[config.mk]
export PLATFORM = sky130hd
export DESIGN_NAME = triangle_scan_gen_flat
export DESIGN_NICKNAME = d
export VERILOG_FILES = /design/src/rtl/triangle_scan_gen_if.sv /design/src/rtl/triangle_scan_gen.sv /design/src/flat_wrapper.sv
export SDC_FILE = /design/constraint.sdc
export NUM_CORES = 1
export LEC_CHECK = 0
export BUFFER_PORTS_ARGS = -buffer_cell sky130_fd_sc_hd__buf_2
export CORE_UTILIZATION = 51
export CTS_CLUSTER_SIZE = 8
export DETAILED_ROUTE_END_ITERATION = 6
export HOLD_SLACK_MARGIN = 0.02
export PLACE_DENSITY = 0.76
export SLEW_MARGIN = 20
export SYNTH_ARGS = -nofsm -noshare
export SYNTH_HDL_FRONTEND = slang
export SYNTH_SLANG_ARGS = --single-unit
[constraint.sdc]
create_clock -name clk -period 5.25 [get_ports clk]
set_clock_uncertainty 0.2 [all_clocks]
set_input_delay 1.05 -clock clk [delete_from_list [all_inputs] [get_ports clk]]
set_output_delay 1.05 -clock clk [all_outputs]
set_load 0.03 [all_outputs]
[src/rtl/triangle_scan_gen_if.sv]
// Triangle-in / pixel-out bundle between the setup stage, the scan generator and the
// barycentric stage.
interface triangle_scan_gen_if #(
  parameter int EVAL_BITS = 10,
  parameter int INT_BITS  = 10
);
  logic                       tri_valid;
  logic                       tri_ready;
  logic signed [INT_BITS:0]   x_0, y_0, x_1, y_1, x_2, y_2;
  logic signed [INT_BITS:0]   vx_0, vy_0, vx_1, vy_1, vx_2, vy_2;
  logic        [EVAL_BITS-1:0] evalX;
  logic        [EVAL_BITS-1:0] evalY;
  logic                       pix_valid;
  logic                       pix_ready;
  logic                       pix_last;
  logic                       tri_done;

  // master: the scan generator (accepts triangles, sources pixels)
  modport master (
    input  tri_valid, x_0, y_0, x_1, y_1, x_2, y_2, pix_ready,
    output tri_ready, vx_0, vy_0, vx_1, vy_1, vx_2, vy_2,
           evalX, evalY, pix_valid, pix_last, tri_done
  );

  modport slave (
    output tri_valid, x_0, y_0, x_1, y_1, x_2, y_2, pix_ready,
    input  tri_ready, vx_0, vy_0, vx_1, vy_1, vx_2, vy_2,
           evalX, evalY, pix_valid, pix_last, tri_done
  );
endinterface

[src/rtl/triangle_scan_gen.sv]
// Triangle raster walker: clamps the vertex bounding box to the screen and streams its
// pixels row-major to the barycentric stage, holding the triangle stable meanwhile.
//   state | meaning
//   IDLE  | waiting for a triangle, tri_ready high
//   SETUP | vertex min/max, empty-box test, clamp to screen, load first pixel
//   SCAN  | presenting pixels, advance on pix_valid & pix_ready
//   DONE  | one-cycle tri_done pulse
module triangle_scan_gen #(
  parameter int EVAL_BITS = 10,
  parameter int INT_BITS  = 10,
  parameter int SCREEN_W  = 640,
  parameter int SCREEN_H  = 480
) (
  input logic                 clk,
  input logic                 rst_n,
  triangle_scan_gen_if.master bus
);
  typedef logic signed [INT_BITS:0]  coord_t;
  typedef logic        [EVAL_BITS-1:0] pix_t;
  typedef enum logic [1:0] {IDLE, SETUP, SCAN, DONE} state_t;

  localparam coord_t X_LIM = coord_t'(SCREEN_W - 1);
  localparam coord_t Y_LIM = coord_t'(SCREEN_H - 1);

  state_t state, state_nxt;
  coord_t vx_q [3];
  coord_t vy_q [3];
  coord_t x_lo, x_hi, y_lo, y_hi;
  pix_t   xmin_c, xmax_c, ymin_c, ymax_c;
  pix_t   xmin, xmax, ymax, eval_x, eval_y;
  logic   box_empty, at_end, accept, advance;
  logic   tri_ready, pix_valid, pix_last, tri_done;

  // Bounds come from the latched vertices, so SETUP sees the accepted triangle.
  always_comb begin
    x_lo = vx_q[0];
    x_hi = vx_q[0];
    y_lo = vy_q[0];
    y_hi = vy_q[0];
    for (int i = 1; i < 3; i++) begin
      if (vx_q[i] < x_lo) x_lo = vx_q[i];
      if (vx_q[i] > x_hi) x_hi = vx_q[i];
      if (vy_q[i] < y_lo) y_lo = vy_q[i];
      if (vy_q[i] > y_hi) y_hi = vy_q[i];
    end
    box_empty = x_hi[INT_BITS] || y_hi[INT_BITS] || (x_lo > X_LIM) || (y_lo > Y_LIM);
    xmin_c = x_lo[INT_BITS] ? '0 : x_lo[EVAL_BITS-1:0];
    ymin_c = y_lo[INT_BITS] ? '0 : y_lo[EVAL_BITS-1:0];
    xmax_c = (x_hi > X_LIM) ? X_LIM[EVAL_BITS-1:0] : x_hi[EVAL_BITS-1:0];
    ymax_c = (y_hi > Y_LIM) ? Y_LIM[EVAL_BITS-1:0] : y_hi[EVAL_BITS-1:0];
  end

  always_ff @(posedge clk or negedge rst_n) begin
    if (!rst_n) state <= IDLE;
    else        state <= state_nxt;
  end

  always_comb begin
    state_nxt = state;
    tri_ready = (state == IDLE);
    pix_valid = (state == SCAN);
    tri_done  = (state == DONE);
    at_end    = (eval_x == xmax) && (eval_y == ymax);
    pix_last  = pix_valid && at_end;
    accept    = bus.tri_valid && tri_ready;
    advance   = pix_valid && bus.pix_ready;
    case (state)
      IDLE:    if (accept) state_nxt = SETUP;
      SETUP:   state_nxt = box_empty ? DONE : SCAN;
      SCAN:    if (advance && at_end) state_nxt = DONE;
      DONE:    state_nxt = IDLE;
      default: state_nxt = IDLE;
    endcase
  end

  always_ff @(posedge clk or negedge rst_n) begin
    if (!rst_n) begin
      for (int i = 0; i < 3; i++) begin
        vx_q[i] <= '0;
        vy_q[i] <= '0;
      end
      xmin   <= '0;
      xmax   <= '0;
      ymax   <= '0;
      eval_x <= '0;
      eval_y <= '0;
    end else begin
      if (accept) begin
        vx_q[0] <= bus.x_0;
        vy_q[0] <= bus.y_0;
        vx_q[1] <= bus.x_1;
        vy_q[1] <= bus.y_1;
        vx_q[2] <= bus.x_2;
        vy_q[2] <= bus.y_2;
      end
      if (state == SETUP && !box_empty) begin
        xmin   <= xmin_c;
        xmax   <= xmax_c;
        ymax   <= ymax_c;
        eval_x <= xmin_c;
        eval_y <= ymin_c;
      end
      // The final pixel is left in place; SCAN exits on that handshake.
      if (advance && !at_end) begin
        if (eval_x < xmax) begin
          eval_x <= eval_x + 1'b1;
        end else begin
          eval_x <= xmin;
          eval_y <= eval_y + 1'b1;
        end
      end
    end
  end

  assign bus.tri_ready = tri_ready;
  assign bus.pix_valid = pix_valid;
  assign bus.pix_last  = pix_last;
  assign bus.tri_done  = tri_done;
  assign bus.evalX     = eval_x;
  assign bus.evalY     = eval_y;
  assign bus.vx_0      = vx_q[0];
  assign bus.vy_0      = vy_q[0];
  assign bus.vx_1      = vx_q[1];
  assign bus.vy_1      = vy_q[1];
  assign bus.vx_2      = vx_q[2];
  assign bus.vy_2      = vy_q[2];
endmodule

[src/flat_wrapper.sv]
// flat-port wrapper written by rule: the top's interface ports become plain ports
module triangle_scan_gen_flat 
#(
  parameter int EVAL_BITS = 10,
  parameter int INT_BITS  = 10,
  parameter int SCREEN_W  = 640,
  parameter int SCREEN_H  = 480
)
  (clk, rst_n, bus_tri_valid, bus_x_0, bus_y_0, bus_x_1, bus_y_1, bus_x_2, bus_y_2, bus_pix_ready, bus_tri_ready, bus_vx_0, bus_vy_0, bus_vx_1, bus_vy_1, bus_vx_2, bus_vy_2, bus_evalX, bus_evalY, bus_pix_valid, bus_pix_last, bus_tri_done);
  triangle_scan_gen_if #(.EVAL_BITS(EVAL_BITS), .INT_BITS(INT_BITS)) bus_i ();
  input logic clk;
  input logic rst_n;
  input wire logic [$bits(bus_i.tri_valid)-1:0] bus_tri_valid;
  input wire logic [$bits(bus_i.x_0)-1:0] bus_x_0;
  input wire logic [$bits(bus_i.y_0)-1:0] bus_y_0;
  input wire logic [$bits(bus_i.x_1)-1:0] bus_x_1;
  input wire logic [$bits(bus_i.y_1)-1:0] bus_y_1;
  input wire logic [$bits(bus_i.x_2)-1:0] bus_x_2;
  input wire logic [$bits(bus_i.y_2)-1:0] bus_y_2;
  input wire logic [$bits(bus_i.pix_ready)-1:0] bus_pix_ready;
  output wire logic [$bits(bus_i.tri_ready)-1:0] bus_tri_ready;
  output wire logic [$bits(bus_i.vx_0)-1:0] bus_vx_0;
  output wire logic [$bits(bus_i.vy_0)-1:0] bus_vy_0;
  output wire logic [$bits(bus_i.vx_1)-1:0] bus_vx_1;
  output wire logic [$bits(bus_i.vy_1)-1:0] bus_vy_1;
  output wire logic [$bits(bus_i.vx_2)-1:0] bus_vx_2;
  output wire logic [$bits(bus_i.vy_2)-1:0] bus_vy_2;
  output wire logic [$bits(bus_i.evalX)-1:0] bus_evalX;
  output wire logic [$bits(bus_i.evalY)-1:0] bus_evalY;
  output wire logic [$bits(bus_i.pix_valid)-1:0] bus_pix_valid;
  output wire logic [$bits(bus_i.pix_last)-1:0] bus_pix_last;
  output wire logic [$bits(bus_i.tri_done)-1:0] bus_tri_done;
  assign bus_i.tri_valid = bus_tri_valid;
  assign bus_i.x_0 = bus_x_0;
  assign bus_i.y_0 = bus_y_0;
  assign bus_i.x_1 = bus_x_1;
  assign bus_i.y_1 = bus_y_1;
  assign bus_i.x_2 = bus_x_2;
  assign bus_i.y_2 = bus_y_2;
  assign bus_i.pix_ready = bus_pix_ready;
  assign bus_tri_ready = bus_i.tri_ready;
  assign bus_vx_0 = bus_i.vx_0;
  assign bus_vy_0 = bus_i.vy_0;
  assign bus_vx_1 = bus_i.vx_1;
  assign bus_vy_1 = bus_i.vy_1;
  assign bus_vx_2 = bus_i.vx_2;
  assign bus_vy_2 = bus_i.vy_2;
  assign bus_evalX = bus_i.evalX;
  assign bus_evalY = bus_i.evalY;
  assign bus_pix_valid = bus_i.pix_valid;
  assign bus_pix_last = bus_i.pix_last;
  assign bus_tri_done = bus_i.tri_done;
  triangle_scan_gen #(.EVAL_BITS(EVAL_BITS), .INT_BITS(INT_BITS), .SCREEN_W(SCREEN_W), .SCREEN_H(SCREEN_H)) u_core (.clk(clk), .rst_n(rst_n), .bus(bus_i));
endmodule
### Word level (Yosys, flattened, before mapping)

Index checks and enable logic that the tools add are counted.

* register bits after elaboration: 118
* input port bits: 70

* add/sub/neg operators: 2
* $lt $le $gt $ge: 13
* equal/unequal tests: 7
* mux-type cells: 22
* reduce and logical (&&, ||, !) cells: 15

Operators by type and width (count)
* $mux 10: 10
* $mux 11: 8
* $gt 11x11->1: 4
* $lt 11x11->1: 4
* $gt 11x10->1 const B: 2
* $gt 11x11->1 const B: 2
* $add 10x1->10 const B: 2
* $eq 10x10->1: 2
* $lt 10x10->1: 1
* $pmux 2 s4: 1
* $logic_and 1x1->1: 7
* $eq 2x2->1 const B: 2
* $mux 2: 2
* $ne 2x1->1 const B: 2
* $logic_or 1x1->1: 3
* $eq 2x1->1 const B: 1
* $logic_not 1->1: 2
* $logic_not 2->1: 1
* $reduce_and 2->1: 1
* $reduce_bool 2->1: 1
* $mux 1: 1

### Longest topological paths before layout

* depth after elaboration: 12
* depth in mapped cells: 23
* mapped depth without buffers: 19

### Least setup slack after synthesis

No wires, ideal clock.

* kind: reg-to-reg
* from: register u_core.vy_q (netlist bit u_core.bus.vy_0[6])
* to: register u_core.eval_y[6] (netlist: u_core.bus.evalY[6])
* library setup time: 130 ps
* data arrival time: 5276 ps
* required time: 4920 ps
* path slack: -356 ps
* cell stages (with the launch flop): 21
* buffers on the path: 3
* clock period less this slack: 5606 ps
* cells stage by stage: dfrtp_1 inv_1 ha_1 nand2_1 or3_1 o211a_1 a21oi_1 clkbuf_1 mux2i_1 ha_1 a21oi_1 o21ai_0 a211o_1 or3_4 o211ai_4 mux2i_1 or4b_1 buf_4 buf_6 nor4_1 nor3_1

* cells in the longest elaborated chain, start to end: 12

RTL lines
* from (decl): line triangle_scan_gen.sv:27 `coord_t vy_q [3];`
* parallel branches: the longest is 9 deep, another holds $lt 11x11->1
* $mux 10 (*): line triangle_scan_gen.sv:96 `if (state == SETUP && !box_empty) begin`
* $mux 10: line triangle_scan_gen.sv:105 `if (eval_x < xmax) begin`
* $mux 10 (*): line triangle_scan_gen.sv:104 `if (advance && !at_end) begin`
* to (signal assigned): line triangle_scan_gen.sv:101 `eval_y <= ymin_c;`
* to (signal assigned): line triangle_scan_gen.sv:109 `eval_y <= eval_y + 1'b1;`
* to (decl): line triangle_scan_gen.sv:30 `pix_t xmin, xmax, ymax, eval_x, eval_y;`

Every way passes the cells marked *.
A chain may end at the register's enable or synchronous reset.

### Worst setup path after layout

* from: register u_core.vx_q (netlist bit u_core.bus.vx_1[4])
* to: register u_core.eval_x[0] (netlist: u_core.bus.evalX[0])

* cells in the longest elaborated chain, start to end: 10

RTL lines
* from (decl): line triangle_scan_gen.sv:26 `coord_t vx_q [3];`
* $lt 11x11->1 / $gt 11x11->1 (equally long branches): line triangle_scan_gen.sv:41, triangle_scan_gen.sv:42
* $mux 11 (on tied branches): line triangle_scan_gen.sv:41, triangle_scan_gen.sv:42
* $lt 11x11->1 / $gt 11x11->1 (equally long branches): line triangle_scan_gen.sv:41, triangle_scan_gen.sv:42
* $mux 11 (on tied branches): line triangle_scan_gen.sv:41, triangle_scan_gen.sv:42
* $gt 11x11->1 / $logic_or 1x1->1 (equally long branches): line triangle_scan_gen.sv:46 `box_empty = x_hi[INT_BITS] || y_hi[INT_BITS] || (x_lo > X_LIM) || (y_lo > Y_LIM);`
* $logic_or 1x1->1 (2 in series): line triangle_scan_gen.sv:46
* $logic_not 1->1: line triangle_scan_gen.sv:96
* $logic_and 1x1->1: line triangle_scan_gen.sv:96
* $reduce_bool 2->1 (no line)
* to (signal assigned): line triangle_scan_gen.sv:100 `eval_x <= xmin_c;`
* to (signal assigned): line triangle_scan_gen.sv:106 `eval_x <= eval_x + 1'b1;`
* to (signal assigned): line triangle_scan_gen.sv:108 `eval_x <= xmin;`
* to (decl): line triangle_scan_gen.sv:30

Parallel ways exist; a longest one is shown, timed or not. The select of a mux whose other input is x is not followed.

==> impl_metrics.json <==
{
  "status": "finished clean",
  "wl_per_cell_um": 18.2,
  "period_needed_ns": 5.13,
  "drt_iter0_markers": 511,
  "antenna_cells": 0,
  "synth_area_um2": 8500,
  "fin_nets": 1237,
  "num_rows": 46,
  "yosysTopAreaCell": "dfrtp_1",
  "cts_buffers": 17,
  "highest_layer": "met4",
  "synth_most_common_cell": "dfrtp_1",
  "synth_seq_cells": 118,
  "tightestPinTransition_ns": 1.25,
  "maxSlewHeadroom_pct": 16.5,
  "placed_cell_area_um2": 9950,
  "insertion_delay_ns": 0.43,
  "vias": 7876,
  "drv_cap": 0,
  "clkTransAtPathRegs_ns": 0.05,
  "m1WireLength_um": 10900,
  "grt_pass1_vias": 7641,
  "dp.final_hpwl_um": 17600,
  "numPortBuffers": 159,
  "avgSynthCellArea_um2": 9.69,
  "yosysWarningCount": 0,
  "viasPerCell": 6.00,
  "cp_max_fo": 19,
  "antenna_found_initial": 0,
  "start_kind": "flop",
  "drc_errors": 0,
  "synthArstFlopShare_pct": 100,
  "synth-edff-count": 0,
  "die_x_um": 131,
  "hold_path.class": "input pin to asynchronous set/reset pin",
  "synthFlopType": "dfrtp_1",
  "die_area_um2": 17200,
  "dr.pass1.iters": 5,
  "cts_num_sinks": 118,
  "ant_nets": 0,
  "grt_overflow": 0,
  "synthTopCellsByArea": "dfrtp_1 (35%), ha_1 (12%), mux2_2 (11%), a21oi_1 (4.1%), mux2i_1 (3.4%)",
  "grt_max_degree": 67,
  "seq_area_frac_synth_pct": 34.7,
  "syn_to_final_growth_pct": 27.8,
  "place.gp.congestion": 0.903,
  "initial_core_util_pct": 52.9,
  "synth_top_cell_area_share_pct": 34.7,
  "worst_hold_slack_ns": 0.230,
  "core_area_um2": 16100,
  "syn_nets": 1027,
  "grt_use_total_pct": 28.4,
  "hold_viol_final": 0,
  "dieHeight_um": 131,
  "cts_tree": "yes",
  "fmax_mhz": 195,
  "end_kind": "flop",
  "slew_viol_final": 0,
  "grt_pass1_wl_um": 39000,
  "finalCritPeriodShare_pct": 97.6,
  "cp.arrival_ns": 5.20,
  "critPathRequiredTime_ns": 5.32,
  "syn_inst": 877,
  "clk_path_buf_depth": 2,
  "ys_types": 71,
  "h-tree-depth": 4,
  "cts-root-buf": "clkbuf_16",
  "fin_area_um2": 10900,
  "finalSetupViolations": 0,
  "drive_above_1_share_pct": 36.5,
  "crit_type": "flop to flop",
  "cts.hold.buffers_added": 0,
  "io_pins": 160,
  "totalWireLength_um": 23900,
  "met3WireLength_um": 1670,
  "ys_top_cells_by_count": "dfrtp_1 (118), mux2_2 (82), ha_1 (80)",
  "wl_met2_um": 10900
}
==> state kept, by name, summed over array words and instances, names as in the netlist <==
register          cells
u_core.xmin          10
u_core.bus.evalY     10
u_core.bus.vx_1      11
u_core.bus.vx_0      11
u_core.bus.vy_2      11
u_core.bus.vy_0      11
u_core.bus.vy_1      11
u_core.bus.evalX     10
u_core.bus.vx_2      11
u_core.xmax          10
u_core.state          2
u_core.ymax          10
==> through the flow <==
step	util, %	TNS [ns]	setup slack (ns)	instances
final	67.7	0	0.124	1313
after global routing	67.7	-0.0804	-0.0632	1313
after CTS	65.6	0	0.00413	1305
after detailed placement	62.0	-3.66	-0.314	1275
after global placement	62.0	-0.907	-0.126	1275
after floorplan	-	0	0.00122	877
==> worst max-delay path, cell delays in order, from the launching register on <==
cell	delay, ns
dfrtp_1	0.45
ha_1	0.35
a21oi_1	0.19
o21ai_0	0.19
a211oi_4	0.40
xnor2_4	0.16
buf_4	0.17
a21oi_2	0.17
ha_1	0.27
a21o_1	0.21
a2111oi_4	0.38
o211ai_1	0.16
a21oi_1	0.20
o21ai_0	0.16
nand4_1	0.18
or4b_4	0.50
buf_12	0.19
a2111oi_4	0.33
o31ai_1	0.12
==> timing repair <==
| action | in CTS | in global routing |
|---|---|---|
| setup buffers | 1 | 8 |
| pin swaps | 2 | 8 |
| gates resized for setup | 5 | 42 |
| endpoints found under the setup margin | 25 | 51 |
==> layout by cell type (no fill, tap or decap), types with 13 or more instances in the layout <==
cell and count:
dfrtp_1 107, a21oi_1 64, mux2_2 82, buf_4 63, mux2i_1 22, o211ai_1 13, nor2_1 70, a31oi_1 13
nand4_1 25, nor3_1 14, o31ai_1 15, nand2_1 38, o21ai_0 29, ha_1 78, inv_1 54, nand3_1 24
clkbuf_16 17, buf_2 158
==> layout make-up <==
| class | count | area, um2 |
|---|---|---|
| clock buffer | 26 | 519 |
| clock inverter | 3 | 42.5 |
| fill | 1240 | 5190 |
| inverter | 55 | 206 |
| multi-input combinational | 669 | 5510 |
| sequential | 118 | 2970 |
| tap | 216 | 270 |
| timing repair buffer | 226 | 1350 |
==> worst paths after layout <==
path / endpoint / slack [ns] / startpoint / cells after the start
worst max-delay path: u_core.bus.evalX[0] / 0.12 / u_core.bus.vx_1[4] / 18
worst min-delay path: u_core.bus.vy_1[1] / 0.23 / rst_n / 1
worst max register to register: u_core.bus.evalX[0] / 0.12 / u_core.bus.vx_1[4] / 18
worst min register to register: u_core.xmin[7] / 0.29 / u_core.xmin[7] / 2
max in group asynchronous: u_core.bus.evalX[5] / 3.66 / rst_n / 2
min in group clk: u_core.xmin[7] / 0.29 / u_core.xmin[7] / 2
==> logic make-up after synthesis <==
logic type	after synthesis	synth area share (%)
AO/OA/AOI/OAI	232	19.3
XOR/XNOR	19	2.18
adder cells (fa/ha/maj)	80	11.8
buffers and inverters	90	4.19
flip-flops	118	34.7
multiplexers	111	14.3
AND/OR/NAND/NOR	227	13.6
==> layer usage <==
| layer | track usage [%] | up-vias |
|---|---|---|
| met3 | 5.59 | 34 |
| met4 | 10.1 | 0 |
| met2 | 44.7 | 359 |
| met5 | 0 | - |
| met1 | 38.7 | 3785 |
| li1 | - | 3698 |
Power is not shown: default switching activity piles up to over one toggle a cycle in this logic, so the estimate is an artifact.
